--- src/rtl/knap_pkg.sv ---
// Shared definitions for the knapsack subset search block.
//   state_t    : search FSM states (IDLE, SCAN, DRAIN)
//   sum_width  : width of a sum of n_items values of item_w bits each
//   idx_width  : width of an item index (at least one bit)
package knap_pkg;

    typedef enum logic [1:0] {
        ST_IDLE  = 2'd0,
        ST_SCAN  = 2'd1,
        ST_DRAIN = 2'd2
    } state_t;

    // Adding n_items values can grow the result by at most clog2(n_items+1) bits,
    // so this width can never overflow.
    function automatic int sum_width(input int item_w, input int n_items);
        return item_w + $clog2(n_items + 1);
    endfunction

    function automatic int idx_width(input int n_items);
        return (n_items > 1) ? $clog2(n_items) : 1;
    endfunction

endpackage

--- src/rtl/knap_subset_search_if.sv ---
// Config/start/result bundle for knap_subset_search.
//   master : drives cfg_*, bounds, start, abort; observes status and results
//   slave  : the search engine
// Handshake: start is a level sampled on a rising edge and is accepted only when
// busy=0; busy rises on the accepting edge and falls on the edge that raises the
// one-cycle done pulse (or on an abort). Results are stable whenever busy=0.
interface knap_subset_search_if #(
    parameter int N_ITEMS = 5,
    parameter int VAL_W   = 8,
    parameter int WGT_W   = 8
);
    localparam int VSUM_W = knap_pkg::sum_width(VAL_W, N_ITEMS);
    localparam int WSUM_W = knap_pkg::sum_width(WGT_W, N_ITEMS);
    localparam int CNT_W  = N_ITEMS + 1;
    localparam int IDX_W  = knap_pkg::idx_width(N_ITEMS);

    logic              cfg_we;
    logic [IDX_W-1:0]  cfg_idx;
    logic [VAL_W-1:0]  cfg_value;
    logic [WGT_W-1:0]  cfg_weight;
    logic [VSUM_W-1:0] min_value;
    logic [WSUM_W-1:0] max_weight;
    logic              start;
    logic              abort;
    logic              busy;
    logic              done;
    logic              found;
    logic [N_ITEMS-1:0] best_subset;
    logic [VSUM_W-1:0] best_value;
    logic [WSUM_W-1:0] best_weight;
    logic [CNT_W-1:0]  valid_count;

    modport master (
        output cfg_we, cfg_idx, cfg_value, cfg_weight,
        output min_value, max_weight, start, abort,
        input  busy, done, found, best_subset, best_value, best_weight, valid_count
    );

    modport slave (
        input  cfg_we, cfg_idx, cfg_value, cfg_weight,
        input  min_value, max_weight, start, abort,
        output busy, done, found, best_subset, best_value, best_weight, valid_count
    );

endinterface

--- src/rtl/knap_subset_eval.sv ---
// Combinational masked sums: total value and total weight of the items whose
// mask bit is set.
//   mask        : bit i selects item i
//   item_value  : packed table of item values
//   item_weight : packed table of item weights
//   sum_value   : total value of selected items (full width)
//   sum_weight  : total weight of selected items (full width)
module knap_subset_eval #(
    parameter int N_ITEMS = 5,
    parameter int VAL_W   = 8,
    parameter int WGT_W   = 8,
    parameter int VSUM_W  = 11,
    parameter int WSUM_W  = 11
) (
    input  logic [N_ITEMS-1:0]            mask,
    input  logic [N_ITEMS-1:0][VAL_W-1:0] item_value,
    input  logic [N_ITEMS-1:0][WGT_W-1:0] item_weight,
    output logic [VSUM_W-1:0]             sum_value,
    output logic [WSUM_W-1:0]             sum_weight
);

    always_comb begin
        sum_value  = '0;
        sum_weight = '0;
        for (int i = 0; i < N_ITEMS; i++) begin
            if (mask[i]) begin
                sum_value  = sum_value  + VSUM_W'(item_value[i]);
                sum_weight = sum_weight + WSUM_W'(item_weight[i]);
            end
        end
    end

endmodule

--- src/rtl/knap_subset_search.sv ---
// Brute-force 0/1 knapsack search. The item table is written over the config
// port while idle; a start then enumerates every subset, one per clock, through
// a two-stage pipeline (sum, then compare) and keeps the best feasible subset
// plus the number of feasible subsets.
//   clk, rst_n : clock, synchronous active-low reset
//   bus        : config, bounds, start/abort, status and results (slave side)
//   dbg_state  : current FSM state
module knap_subset_search
    import knap_pkg::*;
#(
    parameter int N_ITEMS = 5,
    parameter int VAL_W   = 8,
    parameter int WGT_W   = 8
) (
    input  logic                 clk,
    input  logic                 rst_n,
    knap_subset_search_if.slave  bus,
    output state_t               dbg_state
);

    localparam int VSUM_W = sum_width(VAL_W, N_ITEMS);
    localparam int WSUM_W = sum_width(WGT_W, N_ITEMS);
    localparam int CNT_W  = N_ITEMS + 1;

    state_t state;

    logic [N_ITEMS-1:0][VAL_W-1:0] item_value;
    logic [N_ITEMS-1:0][WGT_W-1:0] item_weight;

    // One extra bit: the top bit set means every subset has been issued.
    logic [N_ITEMS:0]   subset_cnt;

    logic               pipe_valid;
    logic [N_ITEMS-1:0] pipe_idx;
    logic [VSUM_W-1:0]  pipe_value;
    logic [WSUM_W-1:0]  pipe_weight;

    logic [VSUM_W-1:0]  min_value_q;
    logic [WSUM_W-1:0]  max_weight_q;

    logic               busy_q;
    logic               done_q;
    logic               found_q;
    logic [N_ITEMS-1:0] best_subset_q;
    logic [VSUM_W-1:0]  best_value_q;
    logic [WSUM_W-1:0]  best_weight_q;
    logic [CNT_W-1:0]   valid_count_q;

    logic [VSUM_W-1:0]  sum_value;
    logic [WSUM_W-1:0]  sum_weight;
    logic               feasible;
    logic               better;

    knap_subset_eval #(
        .N_ITEMS (N_ITEMS),
        .VAL_W   (VAL_W),
        .WGT_W   (WGT_W),
        .VSUM_W  (VSUM_W),
        .WSUM_W  (WSUM_W)
    ) u_eval (
        .mask        (subset_cnt[N_ITEMS-1:0]),
        .item_value  (item_value),
        .item_weight (item_weight),
        .sum_value   (sum_value),
        .sum_weight  (sum_weight)
    );

    // Subsets arrive in ascending index order, so a strict improvement test
    // automatically keeps the earlier index on a full tie.
    always_comb begin
        feasible = (pipe_weight <= max_weight_q) && (pipe_value >= min_value_q);
        better   = !found_q
                || (pipe_value > best_value_q)
                || ((pipe_value == best_value_q) && (pipe_weight < best_weight_q));
    end

    always_ff @(posedge clk) begin
        if (!rst_n) begin
            state         <= ST_IDLE;
            item_value    <= '0;
            item_weight   <= '0;
            subset_cnt    <= '0;
            pipe_valid    <= 1'b0;
            pipe_idx      <= '0;
            pipe_value    <= '0;
            pipe_weight   <= '0;
            min_value_q   <= '0;
            max_weight_q  <= '0;
            busy_q        <= 1'b0;
            done_q        <= 1'b0;
            found_q       <= 1'b0;
            best_subset_q <= '0;
            best_value_q  <= '0;
            best_weight_q <= '0;
            valid_count_q <= '0;
        end else begin
            done_q <= 1'b0;
            case (state)
                ST_IDLE: begin
                    if (bus.cfg_we && (int'(bus.cfg_idx) < N_ITEMS)) begin
                        item_value[bus.cfg_idx]  <= bus.cfg_value;
                        item_weight[bus.cfg_idx] <= bus.cfg_weight;
                    end
                    if (bus.start) begin
                        state         <= ST_SCAN;
                        min_value_q   <= bus.min_value;
                        max_weight_q  <= bus.max_weight;
                        subset_cnt    <= '0;
                        pipe_valid    <= 1'b0;
                        busy_q        <= 1'b1;
                        found_q       <= 1'b0;
                        best_subset_q <= '0;
                        best_value_q  <= '0;
                        best_weight_q <= '0;
                        valid_count_q <= '0;
                    end
                end

                ST_SCAN: begin
                    if (bus.abort) begin
                        state      <= ST_IDLE;
                        busy_q     <= 1'b0;
                        pipe_valid <= 1'b0;
                    end else begin
                        // Stage 1: register the sums of the subset being issued.
                        pipe_valid  <= !subset_cnt[N_ITEMS];
                        pipe_idx    <= subset_cnt[N_ITEMS-1:0];
                        pipe_value  <= sum_value;
                        pipe_weight <= sum_weight;
                        if (!subset_cnt[N_ITEMS]) begin
                            subset_cnt <= subset_cnt + {{N_ITEMS{1'b0}}, 1'b1};
                        end
                        // Stage 2: judge the previously registered subset.
                        if (pipe_valid && feasible) begin
                            valid_count_q <= valid_count_q + {{(CNT_W-1){1'b0}}, 1'b1};
                            if (better) begin
                                found_q       <= 1'b1;
                                best_subset_q <= pipe_idx;
                                best_value_q  <= pipe_value;
                                best_weight_q <= pipe_weight;
                            end
                        end
                        if (pipe_valid && (pipe_idx == '1)) begin
                            state <= ST_DRAIN;
                        end
                    end
                end

                ST_DRAIN: begin
                    state      <= ST_IDLE;
                    busy_q     <= 1'b0;
                    pipe_valid <= 1'b0;
                    done_q     <= !bus.abort;
                end

                default: begin
                    state  <= ST_IDLE;
                    busy_q <= 1'b0;
                end
            endcase
        end
    end

    assign bus.busy        = busy_q;
    assign bus.done        = done_q;
    assign bus.found       = found_q;
    assign bus.best_subset = best_subset_q;
    assign bus.best_value  = best_value_q;
    assign bus.best_weight = best_weight_q;
    assign bus.valid_count = valid_count_q;
    assign dbg_state       = state;

endmodule

--- src/flat_wrapper.sv ---
// flat-port wrapper written by rule: the top's interface ports become plain ports
module knap_subset_search_flat import knap_pkg::*;
#(
    parameter int N_ITEMS = 5,
    parameter int VAL_W   = 8,
    parameter int WGT_W   = 8
)
  (clk, rst_n, dbg_state, bus_cfg_we, bus_cfg_idx, bus_cfg_value, bus_cfg_weight, bus_min_value, bus_max_weight, bus_start, bus_abort, bus_busy, bus_done, bus_found, bus_best_subset, bus_best_value, bus_best_weight, bus_valid_count);
  knap_subset_search_if #(.N_ITEMS(N_ITEMS), .VAL_W(VAL_W), .WGT_W(WGT_W)) bus_i ();
  input  logic clk;
  input  logic rst_n;
  output state_t dbg_state;
  input wire logic [$bits(bus_i.cfg_we)-1:0] bus_cfg_we;
  input wire logic [$bits(bus_i.cfg_idx)-1:0] bus_cfg_idx;
  input wire logic [$bits(bus_i.cfg_value)-1:0] bus_cfg_value;
  input wire logic [$bits(bus_i.cfg_weight)-1:0] bus_cfg_weight;
  input wire logic [$bits(bus_i.min_value)-1:0] bus_min_value;
  input wire logic [$bits(bus_i.max_weight)-1:0] bus_max_weight;
  input wire logic [$bits(bus_i.start)-1:0] bus_start;
  input wire logic [$bits(bus_i.abort)-1:0] bus_abort;
  output wire logic [$bits(bus_i.busy)-1:0] bus_busy;
  output wire logic [$bits(bus_i.done)-1:0] bus_done;
  output wire logic [$bits(bus_i.found)-1:0] bus_found;
  output wire logic [$bits(bus_i.best_subset)-1:0] bus_best_subset;
  output wire logic [$bits(bus_i.best_value)-1:0] bus_best_value;
  output wire logic [$bits(bus_i.best_weight)-1:0] bus_best_weight;
  output wire logic [$bits(bus_i.valid_count)-1:0] bus_valid_count;
  assign bus_i.cfg_we = bus_cfg_we;
  assign bus_i.cfg_idx = bus_cfg_idx;
  assign bus_i.cfg_value = bus_cfg_value;
  assign bus_i.cfg_weight = bus_cfg_weight;
  assign bus_i.min_value = bus_min_value;
  assign bus_i.max_weight = bus_max_weight;
  assign bus_i.start = bus_start;
  assign bus_i.abort = bus_abort;
  assign bus_busy = bus_i.busy;
  assign bus_done = bus_i.done;
  assign bus_found = bus_i.found;
  assign bus_best_subset = bus_i.best_subset;
  assign bus_best_value = bus_i.best_value;
  assign bus_best_weight = bus_i.best_weight;
  assign bus_valid_count = bus_i.valid_count;
  knap_subset_search #(.N_ITEMS(N_ITEMS), .VAL_W(VAL_W), .WGT_W(WGT_W)) u_core (.clk(clk), .rst_n(rst_n), .bus(bus_i), .dbg_state(dbg_state));
endmodule
--- config.mk ---
export PLATFORM = sky130hd
export DESIGN_NAME = knap_subset_search_flat
export DESIGN_NICKNAME = d
export VERILOG_FILES = /design/src/rtl/knap_pkg.sv /design/src/rtl/knap_subset_search_if.sv /design/src/rtl/knap_subset_eval.sv /design/src/rtl/knap_subset_search.sv /design/src/flat_wrapper.sv
export SDC_FILE = /design/constraint.sdc
export NUM_CORES = 1
export LEC_CHECK = 0
export CAP_MARGIN = 10
export CORE_UTILIZATION = 50
export CTS_CLUSTER_DIAMETER = 30
export CTS_CLUSTER_SIZE = 25
export DETAILED_ROUTE_END_ITERATION = 10
export GPL_TIMING_DRIVEN = 0
export PLACE_DENSITY = 0.77
export SKIP_LAST_GASP = 1
export SYNTH_ARGS = -nofsm -noshare
export SYNTH_HDL_FRONTEND = slang
export SYNTH_SLANG_ARGS = --single-unit
--- constraint.sdc ---
create_clock -name clk -period 6.3 [get_ports clk]
set_input_delay 1.26 -clock clk [delete_from_list [all_inputs] [get_ports clk]]
set_output_delay 1.26 -clock clk [all_outputs]
set_load 0.005 [all_outputs]
# Word-level counts from Yosys, hierarchy flattened
# Index checks and enable logic that the tools add are counted.
[totals]
regBits = 174
input_bits = 46
out_inout_bits = 38
word_cells = 129
[classes]
add_sub_neg = 10
magnitude_cmp = 7
eq_ne = 11
muxes = 49
bitwise_logic = 1
n_reduce_logical = 25
[ops]
columns = ["op", "count"]
rows = [
  ["11-bit two-way mux", 15],
  ["11-bit by 8-bit adder with 11-bit output", 8],
  ["40-bit bitwise mux", 2],
  ["11-bit one-hot mux with 2 select lines", 2],
  ["6-bit two-way mux", 5],
  ["8-bit demux with 3-bit select", 1],
  ["8-bit two-way mux", 3],
  ["6-bit one-hot mux with 2 select lines", 2],
  ["5-bit two-way mux", 4],
  ["2-bit AND reduction", 7],
  ["6-bit by 1-bit adder with 6-bit output, second input constant", 2],
  ["11-bit == test", 1],
  ["11-bit greater-or-equal comparator", 1],
  ["11-bit > comparator", 1],
  ["11-bit <= comparator", 1],
  ["11-bit less-than comparator", 1],
  ["5-bit one-hot mux with 2 select lines", 1],
  ["2-bit != test, second input constant", 4],
  ["4-bit AND reduction", 2],
  ["1-bit two-way mux", 7],
  ["1-bit logical AND", 6],
  ["2-bit two-way mux", 3],
  ["5-bit == test, second input constant", 1],
  ["5-bit AND reduction", 1],
  ["other kinds (17)", 22],
]

# Depth between registers and ports, before layout
[depth]
word_depth = 9
mapped_depth = 29
ltp_nobuf = 28

# By module
# Synthesis repeated with hierarchy kept, for this count alone.
[hier_totals]
hier_cells = 1410
area_unflattened_um2 = 11478.5
[modules_own_cells]
columns = ["module", "n_inst", "cells_each", "area_each_um2"]
rows = [
  ["knap_subset_search", 1, 904, 7697.4],
  ["knap_subset_eval", 1, 506, 3781.1],
]

# Least setup slack after synthesis
# No wires, ideal clock.
[synth_path]
path_type = "reg-to-reg"
from = "reg u_core.subset_cnt[0]"
to = "reg u_core.pipe_weight[7]"
setup_ps = 59
t_arrival_ps = 5035
required_time_ps = 6241
path_slack_ps = 1206
stages_incl_launch_ff = 27
n_path_buf = 1
cell_sequence = "dfxtp_1 > clkbuf_1 > and2_1 > ha_1 > inv_1 > fa_1 > mux2i_1 > inv_1 > fa_1 > nand2_1 > o21ai_0 > inv_1 > ha_1 > a21o_1 > a211oi_1 > a21oi_1 > mux2_2 > ha_1 > o21ai_0 > o21bai_1 > a21oi_1 > nor2_1 > o21a_1 > o21a_1 > or2_2 > a31oi_1 > o31a_1"
[synth_between]
elab_chain_len = 9
[synth_rtl]
columns = ["element", "line", "rtl"]
rows = [
  ["start, declared", "knap_subset_search.sv:31", "logic [N_ITEMS:0] subset_cnt;"],
  ["start signal, assigned", "knap_subset_search.sv:131", "subset_cnt <= subset_cnt + {{N_ITEMS{1'b0}}, 1'b1};"],
  ["8-bit two-way mux *", "knap_subset_eval.sv:26", "if (mask[i]) begin"],
  ["11-bit by 8-bit adder with 11-bit output", "knap_subset_eval.sv:28", "sum_weight = sum_weight + WSUM_W'(item_weight[i]);"],
  ["11-bit two-way mux *", "knap_subset_eval.sv:26", ""],
  ["11-bit by 8-bit adder with 11-bit output", "knap_subset_eval.sv:28", ""],
  ["11-bit two-way mux *", "knap_subset_eval.sv:26", ""],
  ["11-bit by 8-bit adder with 11-bit output", "knap_subset_eval.sv:28", ""],
  ["11-bit two-way mux *", "knap_subset_eval.sv:26", ""],
  ["11-bit by 8-bit adder with 11-bit output", "knap_subset_eval.sv:28", ""],
  ["11-bit two-way mux *", "knap_subset_eval.sv:26", ""],
  ["end signal, assigned", "knap_subset_search.sv:129", "pipe_weight <= sum_weight;"],
  ["end, declared", "knap_subset_search.sv:36", "logic [WSUM_W-1:0] pipe_weight;"],
]
# Every way passes the cells marked *; elsewhere a longest branch is shown, timed or not.
# A chain may end at the register's enable or synchronous reset.

# Final worst setup path
# Ends and elaborated chain as after synthesis.

==> results by group <==
Yosys
  – Top cell type's share of synthesized area: 0.315
  – Most instantiated cells after synthesis: 203 x nand2_1, 174 x dfxtp_1, 107 x ha_1
  – Avg Cell Area, Syn: about 8.4 um2
  – Syn_nets: 1472
  – Top post-synthesis cells by area: dfxtp_1 32%, ha_1 12%, nand2_1 6.9%
  – Post-Syn Instances: 1311
  – Post-synth EDFFs: 0
  – Post-synth top flop: dfxtp_1
  – Synth cell types: 70
  – Yosys reg bits: around 170
  – YS warnings: 0
  – Synthesized area: 11100 um2
  – Cell taking the most area after synthesis: dfxtp_1
  – FFs w/ async S/R, synth: 0
  – Top-count cell post-synth: nand2_1
  – Sequential element share of the synthesized area: 0.315

Die
  – Core box area: 21800 um2
  – Vert. Die Dim: 151 um
  – Die area: roughly 23000 um2
  – Die width: approximately 150 um
  – Ports: 84
  – Initial core utilization: 0.508
  – Row count: 54

GRT
  – Initial antenna violation count: 0
  – GRT Util Overall: 0.254
  – Vias in the first global route: 9254
  – Pin count of the biggest net entering global routing: 17
  – Gr ovfl total: 0
  – Global-route wire length before repair: 45000 um

Power and ir drop
  – LEAKAGE: 5.41 nW
  – Power Density: 195 nW/um2
  – Switch share: 0.254
  – NetSw: 0.000638 W
  – Logic pwr share: 0.096
  – Clk network pwr share: 0.449
  – Maximum vdd drop: 0.199 mV
  – Int Pwr: approximately 0.0019 W
  – Sequential share of power: 0.455

Critical path
  – Critical path class: reg -> reg
  – Most common cell on crit path: ha_1
  – Flop2flop setup slack: 330 ps
  – Critical Path Slowest Stage Cell: dfxtp_1
  – Critical Path RT: around 6700 ps
  – CP max stage delay: 550 ps
  – Critical Path Fanout Max: 10
  – Setup crit end kind: flip-flop
  – CP startpoint kind: flip-flop
  – Crit path DAT: 6350 ps

STA
  – TNS Setup: 0 ps
  – Tightest Pin Transition: 1090 ps
  – Hold_ws: between 400 and 500 ps
  – Skew final: roughly 12 ps
  – Period utilization: 0.947
  – Count of final setup violators: 0
  – Fin. Hold Viols: 0
  – FMAX: 0.168 GHz
  – Rel. slew slack: 0.271
  – RSZ-0062 raised after global routing: false
  – Final min period: 5970 ps
  – Max-slew violations: 0

Clock network
  – Clock Latency Late Sink: around 440 ps
  – Number of CTS-inserted buffers: 17
  – Clock transition at path regs: 70 ps
  – Root buf cell: clkbuf_16
  – CTS Sinks: 174
  – Hold_buf cts: 0
  – # H-tree levels: 4
  – CTS tree: done
  – Clock Tree Buf Depth: 2

Placement
  – Port bufs: 83
  – DP Wirelength: approximately 22000 um
  – Gp weighted congestion: 0.889

Finish
  – Number of antenna repair diodes: 0
  – Layout net count: 1575
  – Syn-to-layout area delta: 16.3%
  – Layout cells sized above 1: 0.0526

Min path
  – Hold crit path type: reg -> reg

Drt
  – Post-Route WL: around 28000 um
  – Routed Antenna Nets: 0
  – Total number of vias: roughly 9600
  – First DRT Iteration DRCs: approximately 520
  – Initial DRT Pass Iterations: 6
  – Vias per Instance: 5.61
  – Post-route DRC: 0
  – Routed wire per std cell: between 15 and 20 um

Job
  – Max Cap Viol: 0

Status
  – Status: completed
path summary, 6_finish.rpt:
path | cells past startpoint | from | end
max | 28 | u_core.subset_cnt[0] | u_core.pipe_weight[7]
min | 2 | u_core.item_value[29] | u_core.item_value[29]
max reg2reg | 28 | u_core.subset_cnt[0] | u_core.pipe_weight[7]
min reg2reg | 2 | u_core.item_value[29] | u_core.item_value[29]
critical path: cells and delay by family (launching register included):
family,cells,cell delay [ps]
xor+xnor,1,170
mux,1,120
simple gates,6,900
compound gates,13,2210
flops,1,550
buf+inv,2,390
fa+ha+maj,5,1560
routing by layer:
metal / track usage / up-vias / wire length (um)
li1: - / 4830 / -
met1: 0.310 / 4480 / 12800
met2: 0.455 / 223 / 13200
met3: 0.0364 / 50 / 1240
met4: 0.0865 / 0 / 715
met5: 0 / - / 0
cells in the final DEF, fill, tap and decap left out, types with 4 or more instances in the layout:
cell type / count
a21oi_1: 54
o31ai_1: 6
o21bai_1: 7
nor3_1: 12
dfxtp_1: 174
o21ai_1: 11
nand2_1: 203
clkbuf_1: 52
nand3_1: 17
xnor2_1: 29
clkbuf_16: 17
o21ai_0: 57
or2_2: 5
a31oi_1: 10
nor2b_1: 57
inv_6: 4
mux2_2: 15
fa_1: 8
and3_1: 4
a21boi_1: 13
a211oi_1: 17
o31a_1: 7
nand4b_1: 4
nand3b_1: 5
xor2_1: 15
and2_1: 18
a21boi_0: 68
inv_1: 76
o211ai_1: 5
clkdlybuf4s50_1: 83
a21o_1: 26
o21a_1: 21
nor2_1: 56
ha_1: 107
mux2i_1: 50
a22o_1: 27
nand4_1: 17
stage by stage:
step	std cells	power (W)	area, um2	setup WS, ps	util
after floorplan	1311	0.00131	11100	1210	-
after global placement	1674	0.00140	12200	392	0.562
after detailed placement	1674	0.00141	12200	337	0.562
after CTS	1706	0.00252	12800	258	0.591
after global routing	1707	0.00259	12900	40.6	0.591
final	1707	0.00251	12900	331	0.591
area by class of cell:
| type | count | area [um2] |
|---|---|---|
| Buffer | 59 | 254 |
| Clock buffer | 19 | 443 |
| Sequential cell | 174 | 3480 |
| Multi-Input combinational cell | 1001 | 7030 |
| Inverter | 77 | 289 |
| Timing Repair Buffer | 84 | 836 |
| Tap cell | 280 | 350 |
| Clock inverter | 13 | 175 |
| Fill cell | 1948 | 8900 |
cell families after synthesis:
| kind of cell | after synthesis | share of synthesized area |
|---|---|---|
| xor+xnor | 44 | 0.0349 |
| buf+inv | 136 | 0.0490 |
| compound gates | 363 | 0.228 |
| simple gates | 411 | 0.174 |
| fa+ha+maj | 118 | 0.138 |
| flops | 174 | 0.315 |
| mux | 65 | 0.0606 |
state kept, by name (all words and copies together), names as in the netlist, 2 cells and up:
register / cells
u_core.bus.best_subset: 5
u_core.bus.best_value: 11
u_core.bus.best_weight: 11
u_core.bus.valid_count: 6
u_core.dbg_state: 2
u_core.item_value: 40
u_core.item_weight: 40
u_core.max_weight_q: 11
u_core.min_value_q: 11
u_core.pipe_idx: 5
u_core.pipe_value: 11
u_core.pipe_weight: 11
u_core.subset_cnt: 6
power by group through the flow:
stage | sequential [W] | clock [W] | combinational (W)
final | 0.00114 | 0.00113 | 0.000241
after detailed placement | 0.00117 | 0 | 0.000239
after CTS | 0.00114 | 0.00113 | 0.000241
after global routing | 0.00115 | 0.00118 | 0.000267
after floorplan | 0.00116 | 0 | 0.000149
after global placement | 0.00117 | 0 | 0.000234
what timing repair did:
| item | in CTS | in global routing |
|---|---|---|
| hold endpoints to repair | 0 | 0 |
| resized for setup | 0 | 2 |
| setup endpoints to repair | 0 | 5 |
| setup buffers | 0 | 0 |
No activity file was read; power rests on OpenSTA's default activity.
